[src/rtl/chroni_text_fetch_if.sv]
// Memory read port and line-buffer write port of the chroni text fetcher.
// The master side is the fetcher; the slave side is memory plus line buffer.
interface chroni_text_fetch_if #(
  parameter int ADDR_W    = 16,
  parameter int LB_ADDR_W = 11
) ();
  logic [ADDR_W-1:0]    addr_out;
  logic                 rd_req;
  logic                 rd_ack;
  logic [7:0]           data_in;
  logic                 wr_en;
  logic [LB_ADDR_W-1:0] wr_addr;
  logic [7:0]           wr_bitmap;
  logic [3:0]           wr_fg;
  logic [3:0]           wr_bg;
  logic                 wr_busy;

  modport master (
    output addr_out, rd_req, wr_en, wr_addr, wr_bitmap, wr_fg, wr_bg,
    input  rd_ack, data_in, wr_busy
  );
  modport slave (
    input  addr_out, rd_req, wr_en, wr_addr, wr_bitmap, wr_fg, wr_bg,
    output rd_ack, data_in, wr_busy
  );
endinterface

[src/rtl/chroni_text_fetch.sv]
// Text-mode scanline fetcher: character codes, optional attributes, then one glyph byte per column.
// Define CHRONI_TEXT_ATTR_EN to fetch per-character colour attributes.
module chroni_text_fetch #(
  parameter int         COLS           = 80,
  parameter int         ROWS           = 30,
  parameter int         FONT_ROWS_LOG2 = 3,
  parameter int         ADDR_W         = 16,
  parameter int         LB_ADDR_W      = 11,
  parameter int         LB_HALF        = 640,
  parameter logic [3:0] DEF_FG         = 4'hF,
  parameter logic [3:0] DEF_BG         = 4'h0
) (
  input  logic                sys_clk,
  input  logic                reset_n,
  input  logic                frame_start,
  input  logic                line_start,
  input  logic                buf_sel,
  input  logic [ADDR_W-1:0]   text_base,
  input  logic [ADDR_W-1:0]   attr_base,
  input  logic [ADDR_W-1:0]   font_base,
  chroni_text_fetch_if.master bus,
  output logic                busy,
  output logic                line_done,
  output logic                overrun
);
  localparam int               COL_W    = $clog2(COLS);
  localparam logic [COL_W-1:0] COL_LAST = COL_W'(COLS - 1);
  localparam logic [7:0]       ROW_LAST = 8'(ROWS - 1);

  typedef enum logic [3:0] {
    IDLE,
    TXT_REQ,
    TXT_WAIT,
`ifdef CHRONI_TEXT_ATTR_EN
    ATT_REQ,
    ATT_WAIT,
`endif
    GLY_REQ,
    GLY_WAIT,
    WR,
    DONE
  } state_t;

  state_t                    state_q, state_d;
  logic [COL_W-1:0]          col_q, col_d;
  logic                      buf_q, buf_d;
  logic                      busy_q, busy_d;
  logic [ADDR_W-1:0]         addr_q, addr_d;
  logic                      rd_req_q, rd_req_d;
  logic [7:0]                bitmap_q, bitmap_d;
  logic [LB_ADDR_W-1:0]      wr_addr_q, wr_addr_d;
  logic [3:0]                fg_q, fg_d, bg_q, bg_d;
  logic                      line_done_q, line_done_d;
  logic                      overrun_q, overrun_d;
  logic [FONT_ROWS_LOG2-1:0] scan_q, scan_d;
  logic [7:0]                row_q, row_d;
  logic [ADDR_W-1:0]         row_addr_q, row_addr_d;
  logic [ADDR_W-1:0]         tbase_q, tbase_d;
  logic                      char_we, wr_en;
  logic [7:0]                char_buf_q [COLS];
  logic                      col_last;
  logic [LB_ADDR_W-1:0]      half_off;
`ifdef CHRONI_TEXT_ATTR_EN
  logic [ADDR_W-1:0]         arow_addr_q, arow_addr_d;
  logic [ADDR_W-1:0]         abase_q, abase_d;
  logic                      attr_we;
  logic [7:0]                attr_buf_q [COLS];
`else
  logic                      unused_attr_base;
  assign unused_attr_base = ^attr_base;
`endif

  assign col_last = (col_q == COL_LAST);
  assign half_off = buf_q ? LB_ADDR_W'(LB_HALF) : '0;

  always_ff @(posedge sys_clk or negedge reset_n) begin
    if (!reset_n) state_q <= IDLE;
    else          state_q <= state_d;
  end

  always_comb begin
    state_d = state_q;
    case (state_q)
      IDLE:     if (line_start) state_d = (scan_q == '0) ? TXT_REQ : GLY_REQ;
      TXT_REQ:  state_d = TXT_WAIT;
`ifdef CHRONI_TEXT_ATTR_EN
      TXT_WAIT: if (bus.rd_ack) state_d = ATT_REQ;
      ATT_REQ:  state_d = ATT_WAIT;
      ATT_WAIT: if (bus.rd_ack) state_d = col_last ? GLY_REQ : TXT_REQ;
`else
      TXT_WAIT: if (bus.rd_ack) state_d = col_last ? GLY_REQ : TXT_REQ;
`endif
      GLY_REQ:  state_d = GLY_WAIT;
      GLY_WAIT: if (bus.rd_ack) state_d = WR;
      WR:       if (!bus.wr_busy) state_d = DONE;
      DONE:     state_d = col_last ? IDLE : GLY_REQ;
      default:  state_d = IDLE;
    endcase
    // Frame abort wins over everything; a coincident line_start begins row 0, scan 0.
    if (frame_start) state_d = line_start ? TXT_REQ : IDLE;
  end

  always_comb begin
    col_d       = col_q;
    buf_d       = buf_q;
    busy_d      = busy_q;
    addr_d      = addr_q;
    rd_req_d    = rd_req_q;
    bitmap_d    = bitmap_q;
    wr_addr_d   = wr_addr_q;
    fg_d        = fg_q;
    bg_d        = bg_q;
    line_done_d = 1'b0;
    overrun_d   = line_start && busy_q;
    scan_d      = scan_q;
    row_d       = row_q;
    row_addr_d  = row_addr_q;
    tbase_d     = tbase_q;
    char_we     = 1'b0;
    wr_en       = 1'b0;
`ifdef CHRONI_TEXT_ATTR_EN
    arow_addr_d = arow_addr_q;
    abase_d     = abase_q;
    attr_we     = 1'b0;
`endif
    case (state_q)
      IDLE: if (line_start) begin
        buf_d  = buf_sel;
        col_d  = '0;
        busy_d = 1'b1;
      end
      TXT_REQ: begin
        addr_d   = row_addr_q + ADDR_W'(col_q);
        rd_req_d = 1'b1;
      end
      TXT_WAIT: if (bus.rd_ack) begin
        rd_req_d = 1'b0;
        char_we  = 1'b1;
`ifndef CHRONI_TEXT_ATTR_EN
        col_d    = col_last ? '0 : col_q + COL_W'(1);
`endif
      end
`ifdef CHRONI_TEXT_ATTR_EN
      ATT_REQ: begin
        addr_d   = arow_addr_q + ADDR_W'(col_q);
        rd_req_d = 1'b1;
      end
      ATT_WAIT: if (bus.rd_ack) begin
        rd_req_d = 1'b0;
        attr_we  = 1'b1;
        col_d    = col_last ? '0 : col_q + COL_W'(1);
      end
`endif
      GLY_REQ: begin
        addr_d   = font_base | ADDR_W'({char_buf_q[col_q], scan_q});
        rd_req_d = 1'b1;
      end
      GLY_WAIT: if (bus.rd_ack) begin
        rd_req_d  = 1'b0;
        bitmap_d  = bus.data_in;
        wr_addr_d = half_off + LB_ADDR_W'({col_q, 3'b000});
`ifdef CHRONI_TEXT_ATTR_EN
        fg_d      = attr_buf_q[col_q][7:4];
        bg_d      = attr_buf_q[col_q][3:0];
`else
        fg_d      = DEF_FG;
        bg_d      = DEF_BG;
`endif
      end
      WR: wr_en = !bus.wr_busy;
      DONE: if (!col_last) begin
        col_d = col_q + COL_W'(1);
      end else begin
        line_done_d = 1'b1;
        busy_d      = 1'b0;
        if (&scan_q) begin
          scan_d = '0;
          if (row_q == ROW_LAST) begin
            row_d      = '0;
            row_addr_d = tbase_q;
`ifdef CHRONI_TEXT_ATTR_EN
            arow_addr_d = abase_q;
`endif
          end else begin
            row_d      = row_q + 8'd1;
            row_addr_d = row_addr_q + ADDR_W'(COLS);
`ifdef CHRONI_TEXT_ATTR_EN
            arow_addr_d = arow_addr_q + ADDR_W'(COLS);
`endif
          end
        end else begin
          scan_d = scan_q + FONT_ROWS_LOG2'(1);
        end
      end
      default: ;
    endcase
    if (frame_start) begin
      rd_req_d    = 1'b0;
      busy_d      = line_start;
      col_d       = '0;
      buf_d       = line_start ? buf_sel : buf_q;
      line_done_d = 1'b0;
      overrun_d   = 1'b0;
      scan_d      = '0;
      row_d       = '0;
      row_addr_d  = text_base;
      tbase_d     = text_base;
      char_we     = 1'b0;
      wr_en       = 1'b0;
`ifdef CHRONI_TEXT_ATTR_EN
      arow_addr_d = attr_base;
      abase_d     = attr_base;
      attr_we     = 1'b0;
`endif
    end
  end

  always_ff @(posedge sys_clk or negedge reset_n) begin
    if (!reset_n) begin
      col_q       <= '0;
      buf_q       <= 1'b0;
      busy_q      <= 1'b0;
      addr_q      <= '0;
      rd_req_q    <= 1'b0;
      bitmap_q    <= '0;
      wr_addr_q   <= '0;
      fg_q        <= '0;
      bg_q        <= '0;
      line_done_q <= 1'b0;
      overrun_q   <= 1'b0;
      scan_q      <= '0;
      row_q       <= '0;
      row_addr_q  <= '0;
      tbase_q     <= '0;
`ifdef CHRONI_TEXT_ATTR_EN
      arow_addr_q <= '0;
      abase_q     <= '0;
`endif
    end else begin
      col_q       <= col_d;
      buf_q       <= buf_d;
      busy_q      <= busy_d;
      addr_q      <= addr_d;
      rd_req_q    <= rd_req_d;
      bitmap_q    <= bitmap_d;
      wr_addr_q   <= wr_addr_d;
      fg_q        <= fg_d;
      bg_q        <= bg_d;
      line_done_q <= line_done_d;
      overrun_q   <= overrun_d;
      scan_q      <= scan_d;
      row_q       <= row_d;
      row_addr_q  <= row_addr_d;
      tbase_q     <= tbase_d;
`ifdef CHRONI_TEXT_ATTR_EN
      arow_addr_q <= arow_addr_d;
      abase_q     <= abase_d;
`endif
    end
  end

  // Row buffers hold only fetched data and need no reset.
  always_ff @(posedge sys_clk) begin
    if (char_we) char_buf_q[col_q] <= bus.data_in;
`ifdef CHRONI_TEXT_ATTR_EN
    if (attr_we) attr_buf_q[col_q] <= bus.data_in;
`endif
  end

  assign bus.addr_out  = addr_q;
  assign bus.rd_req    = rd_req_q;
  assign bus.wr_en     = wr_en;
  assign bus.wr_addr   = wr_addr_q;
  assign bus.wr_bitmap = bitmap_q;
  assign bus.wr_fg     = fg_q;
  assign bus.wr_bg     = bg_q;
  assign busy          = busy_q;
  assign line_done     = line_done_q;
  assign overrun       = overrun_q;
endmodule

[src/flat_wrapper.sv]
// flat-port wrapper written by rule: the top's interface ports become plain ports
module chroni_text_fetch_flat 
#(
  parameter int         COLS           = 80,
  parameter int         ROWS           = 30,
  parameter int         FONT_ROWS_LOG2 = 3,
  parameter int         ADDR_W         = 16,
  parameter int         LB_ADDR_W      = 11,
  parameter int         LB_HALF        = 640,
  parameter logic [3:0] DEF_FG         = 4'hF,
  parameter logic [3:0] DEF_BG         = 4'h0
)
  (sys_clk, reset_n, frame_start, line_start, buf_sel, text_base, attr_base, font_base, busy, line_done, overrun, bus_addr_out, bus_rd_req, bus_wr_en, bus_wr_addr, bus_wr_bitmap, bus_wr_fg, bus_wr_bg, bus_rd_ack, bus_data_in, bus_wr_busy);
  chroni_text_fetch_if #(.ADDR_W(ADDR_W), .LB_ADDR_W(LB_ADDR_W)) bus_i ();
  input  logic sys_clk;
  input  logic reset_n;
  input  logic frame_start;
  input  logic line_start;
  input  logic buf_sel;
  input  logic [ADDR_W-1:0] text_base;
  input  logic [ADDR_W-1:0] attr_base;
  input  logic [ADDR_W-1:0] font_base;
  output logic busy;
  output logic line_done;
  output logic overrun;
  output wire logic [$bits(bus_i.addr_out)-1:0] bus_addr_out;
  output wire logic [$bits(bus_i.rd_req)-1:0] bus_rd_req;
  output wire logic [$bits(bus_i.wr_en)-1:0] bus_wr_en;
  output wire logic [$bits(bus_i.wr_addr)-1:0] bus_wr_addr;
  output wire logic [$bits(bus_i.wr_bitmap)-1:0] bus_wr_bitmap;
  output wire logic [$bits(bus_i.wr_fg)-1:0] bus_wr_fg;
  output wire logic [$bits(bus_i.wr_bg)-1:0] bus_wr_bg;
  input wire logic [$bits(bus_i.rd_ack)-1:0] bus_rd_ack;
  input wire logic [$bits(bus_i.data_in)-1:0] bus_data_in;
  input wire logic [$bits(bus_i.wr_busy)-1:0] bus_wr_busy;
  assign bus_addr_out = bus_i.addr_out;
  assign bus_rd_req = bus_i.rd_req;
  assign bus_wr_en = bus_i.wr_en;
  assign bus_wr_addr = bus_i.wr_addr;
  assign bus_wr_bitmap = bus_i.wr_bitmap;
  assign bus_wr_fg = bus_i.wr_fg;
  assign bus_wr_bg = bus_i.wr_bg;
  assign bus_i.rd_ack = bus_rd_ack;
  assign bus_i.data_in = bus_data_in;
  assign bus_i.wr_busy = bus_wr_busy;
  chroni_text_fetch #(.COLS(COLS), .ROWS(ROWS), .FONT_ROWS_LOG2(FONT_ROWS_LOG2), .ADDR_W(ADDR_W), .LB_ADDR_W(LB_ADDR_W), .LB_HALF(LB_HALF), .DEF_FG(DEF_FG), .DEF_BG(DEF_BG)) u_core (.sys_clk(sys_clk), .reset_n(reset_n), .frame_start(frame_start), .line_start(line_start), .buf_sel(buf_sel), .text_base(text_base), .attr_base(attr_base), .font_base(font_base), .bus(bus_i), .busy(busy), .line_done(line_done), .overrun(overrun));
endmodule
[config.mk]
export PLATFORM = sky130hd
export DESIGN_NAME = chroni_text_fetch_flat
export DESIGN_NICKNAME = d
export VERILOG_FILES = /design/src/rtl/chroni_text_fetch_if.sv /design/src/rtl/chroni_text_fetch.sv /design/src/flat_wrapper.sv
export SDC_FILE = /design/constraint.sdc
export NUM_CORES = 1
export LEC_CHECK = 0
export BUFFER_PORTS_ARGS = -buffer_cell sky130_fd_sc_hd__clkbuf_2
export CORE_ASPECT_RATIO = 0.9
export CORE_UTILIZATION = 60
export CTS_CLUSTER_DIAMETER = 150
export DETAILED_ROUTE_END_ITERATION = 8
export MAX_ROUTING_LAYER = met4
export PLACE_DENSITY = 0.78
export SLEW_MARGIN = 20
export SYNTH_ARGS = -nofsm -noshare
export SYNTH_HDL_FRONTEND = slang
export SYNTH_SLANG_ARGS = --single-unit
[constraint.sdc]
create_clock -name sys_clk -period 3.1 [get_ports sys_clk]
set_input_delay 0.155 -clock sys_clk [delete_from_list [all_inputs] [get_ports sys_clk]]
set_output_delay 0.155 -clock sys_clk [all_outputs]
set_load 0.05 [all_outputs]
==> qor.csv, run 1 <==
metric;value;unit
Clk network pwr share;38.1;%
global-route wire length before repair;122.7;mm
outcome;finished, final reports clean;
CP Launch Type;flip-flop;
starting density of the core;61.24;%
CP cell instances;buf_4 > nor2b_2 > buf_4 > a221oi_1 > o221a_2 > o31ai_1 > or4_1;
Die W;239.0;µm
routability cong.;0.9387;
share of cells above drive strength 1;24.18;%
footprint of the multi-input gates;8080;µm²
via/cell ratio;6.733;
count leader, synth;edfxtp_1;
top-area cell type share of the netlist area;63.38;%
Root Buffer;clkbuf_16;
crit-path max FO;15;
die area;51440;µm²
sequential share of power;50.7;%
Sink Count;731;
Yosys top cell by area;edfxtp_1;
Clk Latency, worst-skew pair;0.62;ns
first-pass iteration count of the detailed router;6;
Cell variety after synth;76;
Crit. End Element;flip-flop;
die extent in y;215.3;µm
I/O Buffers;87;
Storage cell area;21510;µm²
Internal Pwr Total;0.01650;W
Non-Filler Instances;2956;
Setup WS pre-CTS;-0.01347;ns
Synth top cells by count;640 x edfxtp_1, 139 x nor2_1, 118 x nand2_1, 91 x dfrtp_1, 86 x mux2_2;
Final Hold Fails;0;
setup repair bufs after CTS;0;
grt ovf;0;
# setup viols final;0;
Power Density;628.0;nW/µm²
htree depth;3;
GRT Util Overall;33.80;%
initial antenna violation count;1;
Worst path max stage delay;0.65;ns
combinational power share;11.2;%
CP arrival;3.62;ns
crit-path leading delay family;compound AO/OA/AOI/OAI gates;
number of flops mapped to enable cells by yosys;640;
placed cells;2796;
Max Fclk;0.3265;GHz
Detailed Route WL;83.33;mm
vias in the first global route;19470;
CTS tree;built;
Rel. slew slack;28.00;%
sw frac;25.42;%
Core Area;49520;µm²
synthesized area;30320;µm²
Hold Crit Class;in2reg;
slew of the pin with the lowest slew margin;1.080;ns
Setup Crit Path Kind;reg2reg;
largest cells by area after synthesis;edfxtp_1 63%, dfrtp_1 7.5%, mux4_2 3.3%;
TritonCTS Buffers;71;
post-route clock skew;0.02230;ns
highest metal used;met4;
dpl hpwl;53.49;mm
row cnt;77;
most used cell, CP;buf_4;
final design utilization;71.13;%
final hold slack;0.02672;ns
total met3 wirelength after detailed routing;10.97;mm
predominant post-synthesis flop cell;edfxtp_1;
Post-DRT Antenna Nets;0;
Layout fillers;3089;
Crit-path slowest cell;nor2b_2;
DRT iter0 DRCs;3371;
CP bufs+invs;2;
Max-cap violations;0;
YS warnings;0;
Peak supply drop;0.5040;mV
Area Overhead vs Synth;16.15;%
post-route setup slack;0.03678;ns
met2 wire length;38.55;mm
DRC viols;0;
clk slew on worst S/H paths;0.06;ns
ratio of final minimum period to clock period;98.81;%
P_sw;0.005622;W
post-synthesis register bit count;731;
final worst path period need;3.063;ns
via count;19900;
CTS max path bufs;3;
post-synthesis instance total;1958;
sequential area share after synthesis;70.89;%
routed length per instance;28.19;µm
Final Max Slew Viols;0;
IO Count;111;
Async S/R FF share, synth;12.45;%
largest net degree at the start of global routing;79;
static leakage;12.00;nW
CP required;3.66;ns
RSZ-0062 raised after global routing;no;
routed length on met1;30.36;mm
Final nets;2312;
synthesized area per cell;15.49;µm²
state kept, by name (all words and copies together), names as in the netlist, 3 cells and up:
| register | cells |
|---|---|
| u_core.char_buf_q | 640 |
| u_core.bus.addr_out | 16 |
| u_core.row_addr_q | 16 |
| u_core.tbase_q | 16 |
| u_core.bus.wr_addr | 8 |
| u_core.bus.wr_bitmap | 8 |
| u_core.row_q | 8 |
| u_core.col_q | 7 |
| u_core.scan_q | 3 |
| u_core.state_q | 3 |
layout make-up:
cell class / count / area share, %
Antenna cell: 2 / 0.01421
Clock buffer: 96 / 5.517
Clock inverter: 29 / 0.8099
Inverter: 19 / 0.2025
Multi-Input combinational cell: 1076 / 22.94
Sequential cell: 731 / 61.06
Tap cell: 671 / 2.384
Timing Repair Buffer: 332 / 7.073
logic make-up (layout without fill, tap and decap cells):
kind of cell	after synthesis	after routing	synth area share [%]
AOI/OAI and AO/OA	423	423	9.956
xor gates and xnor gates	18	18	0.5199
adders and majority gates	18	18	0.7674
buffers and inverters	157	476	2.616
DFF	731	731	70.89
muxes	206	206	9.011
other	1	9	0.01237
and+or+nand+nor	404	404	6.230
power groups by stage:
stage	clock network, W	logic, W	registers, W
after global placement	0	0.00234	0.0114
after CTS	0.00847	0.00244	0.0112
after floorplan	0	0.000991	0.0120
after detailed placement	0	0.00239	0.0114
after global routing	0.00884	0.00259	0.0112
final	0.00842	0.00247	0.0112
worst reg2reg max path: stages, from the launching register on:
cell      delay, ns
dfrtp_4        0.62
buf_4          0.25
nor2b_2        0.65
buf_4          0.38
a221oi_1       0.13
o221a_2        0.30
o31ai_1        0.49
or4_1          0.20
routing by layer:
layer | vias up | global-route usage [%]
li1 | 8279 | -
met1 | 9843 | 45.30
met2 | 1510 | 50.41
met3 | 271 | 8.234
met4 | 0 | 12.78
met5 | - | -
through the flow:
step           power, W   TNS, ns  area (µm²)
6_report        0.02212         0       35220
5_1_grt         0.02267         0       35220
4_1_cts         0.02211         0       35210
3_5_place_dp    0.01380  -0.01347       32640
3_3_place_gp    0.01374         0       32640
2_1_floorplan   0.01294         0       30350
worst paths after layout:
check                                       startpoint                                  end  slack, ns  cells past startpoint
max                        u_core.col_q[1]$_DFFE_PN0P_  u_core.bus.addr_out[10]$_DFFE_PN0P_       0.04                      7
min in group asynchronous                      reset_n         u_core.scan_q[0]$_DFFE_PN0P_       0.19                      2
max in group asynchronous                      reset_n  u_core.bus.wr_bitmap[0]$_DFFE_PN0P_       2.18                      3
min                                     bus_data_in[2]    u_core.char_buf_q[9][2]$_DFFE_PP_       0.03                      1
min reg2reg                u_core.row_q[4]$_DFFE_PN0P_          u_core.row_q[4]$_DFFE_PN0P_       0.49                      1
max reg2reg                u_core.col_q[1]$_DFFE_PN0P_  u_core.bus.addr_out[10]$_DFFE_PN0P_       0.04                      7
cells in the final DEF (no fill, tap or decap), types with 8 or more instances in the layout:
master	synthesis	final
nor2_1	139	138
nand3_1	32	32
o21ai_0	73	73
and2_1	9	9
clkinv_1	1	10
buf_4	29	202
a22oi_1	36	36
mux2i_1	75	75
clkbuf_2	0	85
o221ai_1	20	20
a211oi_1	20	20
a31oi_1	11	11
mux2_2	86	86
inv_1	17	17
a221o_1	16	16
nand3b_1	8	8
a21oi_1	66	66
a221oi_1	73	72
ha_1	17	17
buf_12	0	10
xnor2_1	12	12
dlygate4sd3_1	0	33
mux4_2	45	45
and3_1	10	10
edfxtp_1	640	640
clkbuf_1	53	20
nor3_1	16	16
clkbuf_16	0	73
o31ai_1	14	14
nand2b_1	13	13
o22ai_1	23	23
nand2_1	118	118
dfrtp_1	91	88
or3_1	11	11
o211ai_1	14	14
timing repair:
item	in CTS	in global routing
hold buffers	33	0
gates resized for setup	1	2
setup endpoints to repair	1	2
endpoints found under the hold margin	136	0
No activity file was read; power rests on OpenSTA's default activity.
==> run 2: changes to the inputs <==
--- a/config.mk
+++ b/config.mk
@@ -11,7 +11,7 @@
 export CTS_CLUSTER_DIAMETER = 150
 export DETAILED_ROUTE_END_ITERATION = 8
 export MAX_ROUTING_LAYER = met4
-export PLACE_DENSITY = 0.78
+export PLACE_DENSITY_LB_ADDON = 0.08
 export SLEW_MARGIN = 20
 export SYNTH_ARGS = -nofsm -noshare
 export SYNTH_HDL_FRONTEND = slang
==> qor.csv, run 2 (synthesis results as in run 1) <==
metric;value;unit
Final nets;2319;
static leakage;12.09;nW
Internal Pwr Total;0.01667;W
Non-Filler Instances;2963;
Rel. slew slack;30.37;%
Peak supply drop;0.5994;mV
CTS tree;built;
IO Count;111;
Setup WS pre-CTS;0.004992;ns
largest reg by FF count;u_core.char_buf_q;
routed length per instance;28.17;µm
Clk network pwr share;38.7;%
crit path to;u_core.bus.addr_out[8]$_DFFE_PN0P_;
post-route cell area;35390;µm²
Core Area;49520;µm²
vias in the first global route;19270;
CP bufs+invs;3;
ratio of final minimum period to clock period;97.49;%
clk slew on worst S/H paths;0.06;ns
footprint of the multi-input gates;8077;µm²
DRC viols;0;
die extent in y;215.3;µm
Sink Count;731;
starting density of the core;61.24;%
global-route wire length before repair;122.7;mm
Crit-path slowest cell;buf_4;
final hold slack;0.07100;ns
TritonCTS Buffers;72;
slew of the pin with the lowest slew margin;1.044;ns
Register-to-Register Path Depth;7;
largest net degree at the start of global routing;65;
initial antenna violation count;1;
post-route setup slack;0.07790;ns
sequential share of power;50.4;%
P_sw;0.005592;W
share of cells above drive strength 1;24.49;%
Power Density;629.1;nW/µm²
combinational power share;11.0;%
routability cong.;0.9178;
Root Buffer;clkbuf_16;
htree depth;3;
Max-cap violations;0;
GRT Util Overall;33.96;%
post-route clock skew;0.03278;ns
Die W;239.0;µm
Final Hold Fails;0;
Storage cell area;21510;µm²
Setup Crit Path Kind;reg2reg;
most common cell after layout, fill and taps aside;edfxtp_1;
Area Overhead vs Synth;16.70;%
Worst path max stage delay;0.57;ns
RSZ-0062 raised after global routing;no;
Layout fillers;3218;
outcome;finished, final reports clean;
Final Max Slew Viols;0;
DRT iter0 DRCs;2332;
DP Area;32760;µm²
most used cell, CP;buf_4;
max reg flops;640;
Reg2Reg Setup Slack;0.08;ns
first-pass iteration count of the detailed router;6;
CTS max path bufs;3;
row cnt;77;
terminus of the critical flop-to-flop path;u_core.bus.addr_out[8]$_DFFE_PN0P_;
Detailed Route WL;83.46;mm
CP required;3.59;ns
# setup viols final;0;
most frequent cells in the layout;640 x edfxtp_1, 205 x buf_4, 138 x nor2_1;
I/O Buffers;87;
Post-DRT Antenna Nets;0;
crit-path leading delay family;buffers and inverters;
Max Fclk;0.3309;GHz
die area;51440;µm²
r2r startpoint;u_core.col_q[0]$_DFFE_PN0P_;
grt ovf;0;
placed cells;2803;
CP cell instances;buf_4 > inv_1 > buf_4 > a221o_1 > a221oi_1 > o41ai_1 > or4_1;
Clk Latency, worst-skew pair;0.63;ns
Hold Crit Class;in2reg;
via/cell ratio;6.607;
CP arrival;3.51;ns
sw frac;25.12;%
via count;19580;
Crit. path cell count;7;
Crit. Startpoint;u_core.col_q[0]$_DFFE_PN0P_;
final worst path period need;3.022;ns
CP Launch Type;flip-flop;
crit-path max FO;43;
Crit. End Element;flip-flop;
TNS Setup;0;ns
dpl hpwl;53.55;mm
[run 2: metal layers]
layer,share of wire [%],vias up,global-route usage [%]
met3,10,195,7.322
met5,0,-,-
met4,3.2,0,10.51
met1,40,9923,46.95
li1,-,8311,-
met2,46,1147,50.89
[run 2: metrics by stage]
stage	util [%]	total power, W
6_report	71.46	0.02226
5_1_grt	71.46	0.02285
4_1_cts	71.46	0.02230
3_5_place_dp	66.15	0.01379
3_3_place_gp	66.15	0.01374
2_1_floorplan	-	0.01294
[run 2: area by class of cell]
cell class	instances	share of cell area, %
Sequential cell	731	60.78
Multi-Input combinational cell	1076	22.82
Timing Repair Buffer	338	7.319
Clock buffer	91	5.562
Tap cell	671	2.372
Clock inverter	36	0.9405
Inverter	19	0.2015
Antenna cell	1	0.007071
[run 2: worst min-delay path, delay by kind of cell]
kind | cells | cell delay (ns)
buf+inv | 1 | 0.08
simple gates | 1 | 0.07
compound gates | 2 | 0.34
[run 2: repair_timing]
action,in CTS,in global routing
endpoints found under the setup margin,1,0
gates resized for setup,1,0
endpoints found under the hold margin,112,0
hold buffers,32,0
setup buffers,0,0
[run 2: how the worst min path moves through the flow]
| stage | depth (start not counted) | endpoint | start |
|---|---|---|---|
| finish | 4 | u_core.bus.addr_out[5]$_DFFE_PN0P_ | font_base[5] |
| global route | 4 | u_core.bus.addr_out[5]$_DFFE_PN0P_ | font_base[5] |
| CTS | 4 | u_core.bus.rd_req$_DFFE_PN0P_ | bus_rd_ack |
| detailed placement | 1 | u_core.row_q[5]$_DFFE_PN0P_ | reset_n |
| global placement | 1 | u_core.row_q[5]$_DFFE_PN0P_ | reset_n |
| floorplan | 0 | u_core.buf_q$_DFFE_PN0P_ | reset_n |
[run 2: power groups by stage]
stage                     clock (W)  combinational, W  sequential, W
after floorplan                   0          0.000991         0.0120
after global placement            0           0.00234         0.0114
after detailed placement          0           0.00238         0.0114
after CTS                   0.00867           0.00242         0.0112
after global routing        0.00905           0.00257         0.0112
final                       0.00861           0.00244         0.0112
